--- src/rtl/wrr_scheduler.sv ---
// Weighted round-robin scheduler: grants one requester at a time for up to
// its programmed weight (capped at WEIGHTLIMIT), then inserts a one-cycle gap
// and rotates priority to the channel after the last winner.
//
// Ports:
//   clk, reset     - clock; asynchronous active-high reset
//   cfg_we         - weight-table write strobe
//   cfg_addr       - channel index for the weight write (>= CHANNELS ignored)
//   cfg_wdata      - weight value to write
//   request        - per-channel level-sensitive request
//   early_release  - terminate the current grant at the next edge
//   grant          - registered one-hot (or zero) grant vector
//   grant_id       - index of the granted channel, 0 when nothing is granted
//   busy           - high while a grant is being held
module wrr_scheduler #(
    parameter int unsigned CHANNELS    = 8,
    parameter int unsigned WIDTH       = 8,
    parameter int unsigned WEIGHTLIMIT = 16
) (
    input  logic                        clk,
    input  logic                        reset,
    input  logic                        cfg_we,
    input  logic [$clog2(CHANNELS)-1:0] cfg_addr,
    input  logic [WIDTH-1:0]            cfg_wdata,
    input  logic [CHANNELS-1:0]         request,
    input  logic                        early_release,
    output logic [CHANNELS-1:0]         grant,
    output logic [$clog2(CHANNELS)-1:0] grant_id,
    output logic                        busy
);

    localparam int unsigned IDW = $clog2(CHANNELS);
    localparam int unsigned CW  = $clog2(WEIGHTLIMIT + 1);

    typedef enum logic {
        IDLE = 1'b0,
        HOLD = 1'b1
    } state_t;

    state_t                state_q, state_d;
    logic [CHANNELS-1:0]   grant_d;
    logic [IDW-1:0]        grant_id_d;
    logic                  busy_d;
    logic [CW-1:0]         cnt_q, cnt_d;
    logic [CW-1:0]         eff_q, eff_d;
    logic [IDW-1:0]        ptr_q, ptr_d;
    logic [WIDTH-1:0]      weights_q [CHANNELS];

    logic                  pick_found;
    logic [IDW-1:0]        pick_id;
    logic [CW-1:0]         pick_eff;
    logic                  hold_exit;

    // Rotating search: first requester strictly after the last winner.
    always_comb begin
        pick_found = 1'b0;
        pick_id    = '0;
        for (int unsigned i = 1; i <= CHANNELS; i++) begin
            if (!pick_found && request[IDW'((32'(ptr_q) + i) % CHANNELS)]) begin
                pick_found = 1'b1;
                pick_id    = IDW'((32'(ptr_q) + i) % CHANNELS);
            end
        end
    end

    // Effective grant length: a zero weight acts as 1, large weights are capped.
    always_comb begin
        if (weights_q[pick_id] == '0) begin
            pick_eff = CW'(1);
        end else if (32'(weights_q[pick_id]) > WEIGHTLIMIT) begin
            pick_eff = CW'(WEIGHTLIMIT);
        end else begin
            pick_eff = CW'(weights_q[pick_id]);
        end
    end

    // Next-state and registered-output logic.
    always_comb begin
        state_d    = state_q;
        grant_d    = grant;
        grant_id_d = grant_id;
        busy_d     = busy;
        cnt_d      = cnt_q;
        eff_d      = eff_q;
        ptr_d      = ptr_q;
        // Weight reached, release, or winner dropped its request: one exit either way.
        hold_exit  = (cnt_q >= eff_q) || early_release || !request[grant_id];

        case (state_q)
            IDLE: begin
                if (pick_found) begin
                    state_d    = HOLD;
                    grant_d    = CHANNELS'(1) << pick_id;
                    grant_id_d = pick_id;
                    busy_d     = 1'b1;
                    cnt_d      = CW'(1);
                    eff_d      = pick_eff;
                end
            end
            HOLD: begin
                if (hold_exit) begin
                    state_d    = IDLE;
                    grant_d    = '0;
                    grant_id_d = '0;
                    busy_d     = 1'b0;
                    cnt_d      = '0;
                    ptr_d      = grant_id;
                end else begin
                    cnt_d = cnt_q + CW'(1);
                end
            end
            default: begin
                state_d = IDLE;
            end
        endcase
    end

    // State and output registers.
    always_ff @(posedge clk or posedge reset) begin
        if (reset) begin
            state_q  <= IDLE;
            grant    <= '0;
            grant_id <= '0;
            busy     <= 1'b0;
            cnt_q    <= '0;
            eff_q    <= '0;
            ptr_q    <= IDW'(CHANNELS - 1);
        end else begin
            state_q  <= state_d;
            grant    <= grant_d;
            grant_id <= grant_id_d;
            busy     <= busy_d;
            cnt_q    <= cnt_d;
            eff_q    <= eff_d;
            ptr_q    <= ptr_d;
        end
    end

    // Weight table; an in-flight grant keeps its latched length.
    always_ff @(posedge clk or posedge reset) begin
        if (reset) begin
            for (int i = 0; i < int'(CHANNELS); i++) begin
                weights_q[i] <= WIDTH'(1);
            end
        end else if (cfg_we && (32'(cfg_addr) < CHANNELS)) begin
            weights_q[cfg_addr] <= cfg_wdata;
        end
    end

endmodule
--- config.mk ---
export PLATFORM = sky130hd
export DESIGN_NAME = wrr_scheduler
export DESIGN_NICKNAME = d
export VERILOG_FILES = /design/src/rtl/wrr_scheduler.sv
export SDC_FILE = /design/constraint.sdc
export NUM_CORES = 1
export LEC_CHECK = 0
export BUFFER_PORTS_ARGS = -buffer_cell sky130_fd_sc_hd__buf_2
export CORE_MARGIN = 1.5
export CORE_UTILIZATION = 26
export DETAILED_ROUTE_END_ITERATION = 10
export SLEW_MARGIN = 5
export SYNTH_ARGS = -nofsm -noshare
export SYNTH_HDL_FRONTEND = slang
export SYNTH_SLANG_ARGS = --single-unit
export TNS_END_PERCENT = 20
--- constraint.sdc ---
create_clock -name clk -period 7.6 [get_ports clk]
set_input_delay 0 -clock clk [delete_from_list [all_inputs] [get_ports clk]]
set_output_delay 0 -clock clk [all_outputs]
set_load 0.005 [all_outputs]
# ---- After elaboration in Yosys (flattened, before gate mapping)
# Cells that the tools add are included.
dict set report word_totals {
  n_memories 0
  ramBits 0
  elab_cells 123
  output_inout_bits 12
  register_bits 90
  romBits 0
  latchBits 0
}
dict set report op_classes {
  n_mul 0
  eq_ne 2
  add_sub_neg 9
  n_reduce_logical 22
  bitwise 3
  muxes 57
  shifts 1
  n_lt_le_gt_ge 14
  div 0
}
# cell n
set ops {}
lappend ops {{$bwmux 64} 1}
lappend ops {{$mux 8} 5}
lappend ops {{$lt 3x4->1 const B} 9}
lappend ops {{$mux 3} 10}
lappend ops {{$bmux 1 s3} 9}
lappend ops {{$bmux 8 s3} 1}
lappend ops {{$demux 8 s3} 1}
lappend ops {{$mux 1} 21}
lappend ops {{$mux 5} 4}
lappend ops {{$pmux 8 s2} 1}
lappend ops {{$add 3x3->3 const B} 4}
lappend ops {{$pmux 5 s2} 1}
lappend ops {{$ge 4x4->1 const B} 2}
lappend ops {{$gt 8x5->1 const B} 1}
lappend ops {{$logic_and 1x1->1} 8}
lappend ops {{$logic_not 1->1} 8}
lappend ops {{$logic_not 8->1} 1}
lappend ops {{$not 3->4} 2}
lappend ops {{$shl 1x3->8 const A} 1}
lappend ops {{$add 3x1->3 const B} 2}
lappend ops {{$add 3x2->3 const B} 2}
lappend ops {{$pmux 3 s2} 1}
lappend ops {{$reduce_and 2->1} 3}
lappend ops {{$add 5x1->5 const B} 1}
lappend ops {{7 further kinds} 9}

# ---- Depth between registers and ports, before layout
dict set report logic_depth {
  depth_word 32
  ltp_mapped 19
  mapped_depth_nobuf 13
}

# ---- Least setup slack after synthesis
# Ideal clock, no wire load.
dict set report synth_timing {
  path_kind {reg-to-reg}
  start {reg ptr_q[0]}
  end {reg eff_q[0]}
  synth_period_minus_slack_ps 4087
  slack_ps 3513
  stages_incl_launch_ff 17
  n_path_buf 4
  setup_time_ps 92
  t_required_ps 7508
  arrival_ps 3995
  cell_sequence {dfstp_2 buf_6 buf_2 inv_1 ha_1 buf_2 clkbuf_1 nor3_1 mux2_2 nor4_2 a21oi_2 or3b_4 o21ai_4 mux2_2 a2111oi_4 o21ai_2 o31ai_2}
}
dict set report synth_between {
  elab_chain_len 32
  word_cells_on_any_way 63
  classes_between {add/sub (8); order compare (1); mux (37); bitwise (1); reduce/logical (16)}
}
# item line
set synth_rtl {}
lappend synth_rtl {{start: declaration} 46} ;# logic [IDW-1:0] ptr_q, ptr_d;
lappend synth_rtl {{start signal: assignment} 127} ;# ptr_q <= IDW'(CHANNELS - 1);
lappend synth_rtl {{start signal: assignment} 135} ;# ptr_q <= ptr_d;
lappend synth_rtl {{$add 3x1->3} {59, 61}}
lappend synth_rtl {{$bmux 1 s3} 59} ;# if (!pick_found && request[IDW'((32'(ptr_q) + i) % CHANNELS)]) begin
lappend synth_rtl {{$mux 1 (not written as such)} 59}
lappend synth_rtl {{$mux 1} 59}
lappend synth_rtl {{$logic_not 1->1} 59}
lappend synth_rtl {{$logic_and 1x1->1} 59}
lappend synth_rtl {{$mux 1} 59}
lappend synth_rtl {{$logic_not 1->1} 59}
lappend synth_rtl {{[15 not listed]} n/a}
lappend synth_rtl {{$logic_and 1x1->1} 59}
lappend synth_rtl {{$mux 3} 59}
lappend synth_rtl {{$not 3->4 (not written as such)} {68, 70, 73}}
lappend synth_rtl {{$bmux 8 s3} {68, 70, 73}}
lappend synth_rtl {{$mux 8 (not written as such) (2 in series)} 73} ;# pick_eff = CW'(weights_q[pick_id]);
lappend synth_rtl {{$gt 8x5->1} 70} ;# end else if (32'(weights_q[pick_id]) > WEIGHTLIMIT) begin
lappend synth_rtl {{$mux 5} 70}
lappend synth_rtl {{$mux 5} 68} ;# if (weights_q[pick_id] == '0) begin
lappend synth_rtl {{end signal: assignment} 126} ;# eff_q <= '0;
lappend synth_rtl {{end signal: assignment} 134} ;# eff_q <= eff_d;
lappend synth_rtl {{end: declaration} 45} ;# logic [CW-1:0] eff_q, eff_d;
# Parallel ways exist; a longest one is shown, timed or not. The select of a mux whose other input is x is not followed.
# A chain may end at the register's enable or synchronous reset.

# ---- Worst setup path after layout
# Ends and elaborated chain as after synthesis.

==> impl_metrics.ini <==
[synth]
yosys.area.top_type = dfrtp_1
synth_warnings = 0
synth_top_area_share = 0.383
ys_seq_area_frac = 0.439
synth.area.top_cells = dfrtp_1 38%, mux2_2 16%, dfstp_2 5.6%, mux4_2 4.4%, mux2i_1 4.3%
syn_area_per_cell_um2 = 12.3
synth-async-reset-ratio = 1.00
synth_fp_nets = 450
syn_area_um2 = 5160
synth_seq_cells = 90
synth_edf_count = 0
synth_ff_type = dfrtp_1
syn_inst = 419
synth_cell_types = 69

[grt]
grt_first_pass_wirelength_mm = 19.9
grt_usage = 0.123
grt_use_met2 = 0.183
grt-busiest-layer = met2
overflow = 0
gr-usage-met1 = 0.176
grt_pass1_vias = 3644
grt_max_degree = 91
use_met3 = 0.0333
antenna_found_initial = 0

[timing]
finalClockSkew_ns = 0.00816
tns_ns = 0
final_max_slew_viol_count = 0
fmax_ghz = 0.210
final.min_clock_period_ns = 4.75
final.setup.worst_slack_ns = 2.85
hold_violations = 0
fin_crit_sh = 0.626
report.final.setup_viol = 0
whs_ns = 0.00750
maxSlewHeadroom = 0.258
rsz0062_at_grt = no
worstMarginPinSlew_ns = 1.11

[clocking]
cts_root_buffer = clkbuf_16
worstSkewPairLatency_ns = 0.34
post_cts_buffers = 0
htree_levels = 3
clk_path_buf_depth = 2
cts_buffers = 9
cts.sinks = 90
path_clk_slew_ns = 0.07
cts_tree = yes

[critical_path]
cp_data_required_time_ns = 7.82
critPathMaxFanout = 20
worstSetupStartpointType = flip-flop
worstSetupStartpoint = ptr_q[0]$_DFFE_PP1P_
rr_startpoint = ptr_q[0]$_DFFE_PP1P_
cp.arrival_ns = 4.97
crit_type = flip-flop to flip-flop
end_kind = flip-flop

[final_layout]
final_cell_mix = 79 x dfrtp_1, 73 x mux2_2, 34 x buf_2
drive_gt1_frac = 0.393
syn_to_final_growth_pct = 15.5
fin_util = 0.306
antenna_cells = 0
final_common_cell = dfrtp_1
final_nets = 486

[floorplan]
die_x_um = 144
start_util = 0.265
die_area_um2 = 20700
core-area_um2 = 19500
rows = 51
io_pins = 35
die_y_um = 144

[detailed_routing]
drt-total-wl_mm = 12.1
drt_iter0_drc = 200
via_per_inst = 4.95
wl_per_cell_um = 16.7
drc = 0
firstDrtPassIters = 4
num_vias = 3590
ant_nets = 0

[place]
routabilityCongestion = 0.802
place_ws_ns = 2.93
dp_hpwl_mm = 8.68
portBuffers = 34

[run]
cap_violations = 0

[power]
powerDensity_nw_per_um2 = 436
p_leak_uw = 0.00241
ir_drop_uv = 210

[outcome]
outcome = complete, no violations

[hold_path]
hold_path_class = input port to async pin
## where the power goes
group | leakage, µW | switching, µW | internal, µW
clock network | 0.000162 | 191 | 291
logic | 0.00116 | 817 | 584
registers | 0.00109 | 106 | 607
total | 0.00241 | 1110 | 1480
## area by class of cell
type	instances	area (µm²)
fill	1977	13500
multi-input combinational	301	2750
sequential	90	2270
tap	265	332
timing repair buffer	43	248
clock buffer	9	225
clock inverter	7	98.8
inverter	10	38.8
## routing by layer
metal | wire, µm | share of wire | vias to the layer above
li1 | - | - | 1678
met1 | 6110 | 0.50 | 1818
met2 | 5320 | 0.44 | 84
met3 | 559 | 0.046 | 10
met4 | 129 | 0.011 | 0
met5 | 0 | 0 | -
## what timing repair did
action                    4_1_cts  5_1_grt
hold endpoints to repair       29        0
hold buffers                    4        0
resized for setup               0        0
## path summary, 6_finish.rpt
kind / endpoint / slack (ns) / cells past startpoint
min in group clk: weights_q[0]$_DFFE_PP1P_ / 0.02 / 2
worst max register to register: eff_q[0]$_DFFE_PP0P_ / 2.85 / 13
worst min-delay path: weights_q[22]$_DFFE_PP0P_ / 0.008 / 3
max in group asynchronous: cnt_q[2]$_DFFE_PP0P_ / 6.88 / 3
worst min register to register: eff_q[1]$_DFFE_PP0P_ / 0.48 / 2
worst max-delay path: eff_q[0]$_DFFE_PP0P_ / 2.85 / 13
## logic make-up after synthesis
family | count (synthesis) | synth area share
AOI/OAI and AO/OA | 82 | 0.132
DFF | 90 | 0.439
buffers and inverters | 28 | 0.0289
and+or+nand+nor | 97 | 0.109
xor gates and xnor gates | 5 | 0.0114
adders and majority gates | 8 | 0.0194
muxes | 109 | 0.260
## cell usage after synthesis, types with 5 or more instances
master / count
dfrtp_1: 79
mux2_2: 73
nand2_1: 26
mux2i_1: 22
nor2_1: 12
dfstp_2: 11
a21oi_1: 10
inv_1: 10
mux4_2: 10
nor3_1: 10
ha_1: 8
nor3b_1: 8
clkbuf_1: 7
nand2b_1: 7
o21ai_0: 7
a211oi_1: 6
a22oi_1: 6
a32o_1: 6
a22o_1: 5
buf_2: 5
buf_6: 5
## worst max-delay path: stages, from the launching register on
cell and delay (ns):
dfstp_2 0.80, inv_1 0.13, ha_1 0.64, nor3b_1 0.11, mux2_4 0.29, nor4_2 0.48
mux2i_1 0.24, nand4_1 0.22, a21oi_1 0.69, nor2_1 0.32, a32oi_1 0.30, nand2_1 0.12
a31oi_1 0.21, o31ai_2 0.07
## registers in the layout, summed over array words and instances (netlist names)
name	flops
eff_q	5
ptr_q	3
grant	8
state_q	1
cnt_q	5
weights_q	64
grant_id	3
busy	1
## per-stage QoR
step	cells	power (µW)	instance area, µm²
final	725	2600	5960
after global routing	725	2780	5960
after CTS	725	2600	5960
after detailed placement	705	2110	5590
after global placement	705	2070	5590
after floorplan	419	1830	5160
(Power assumes the default switching activity.)
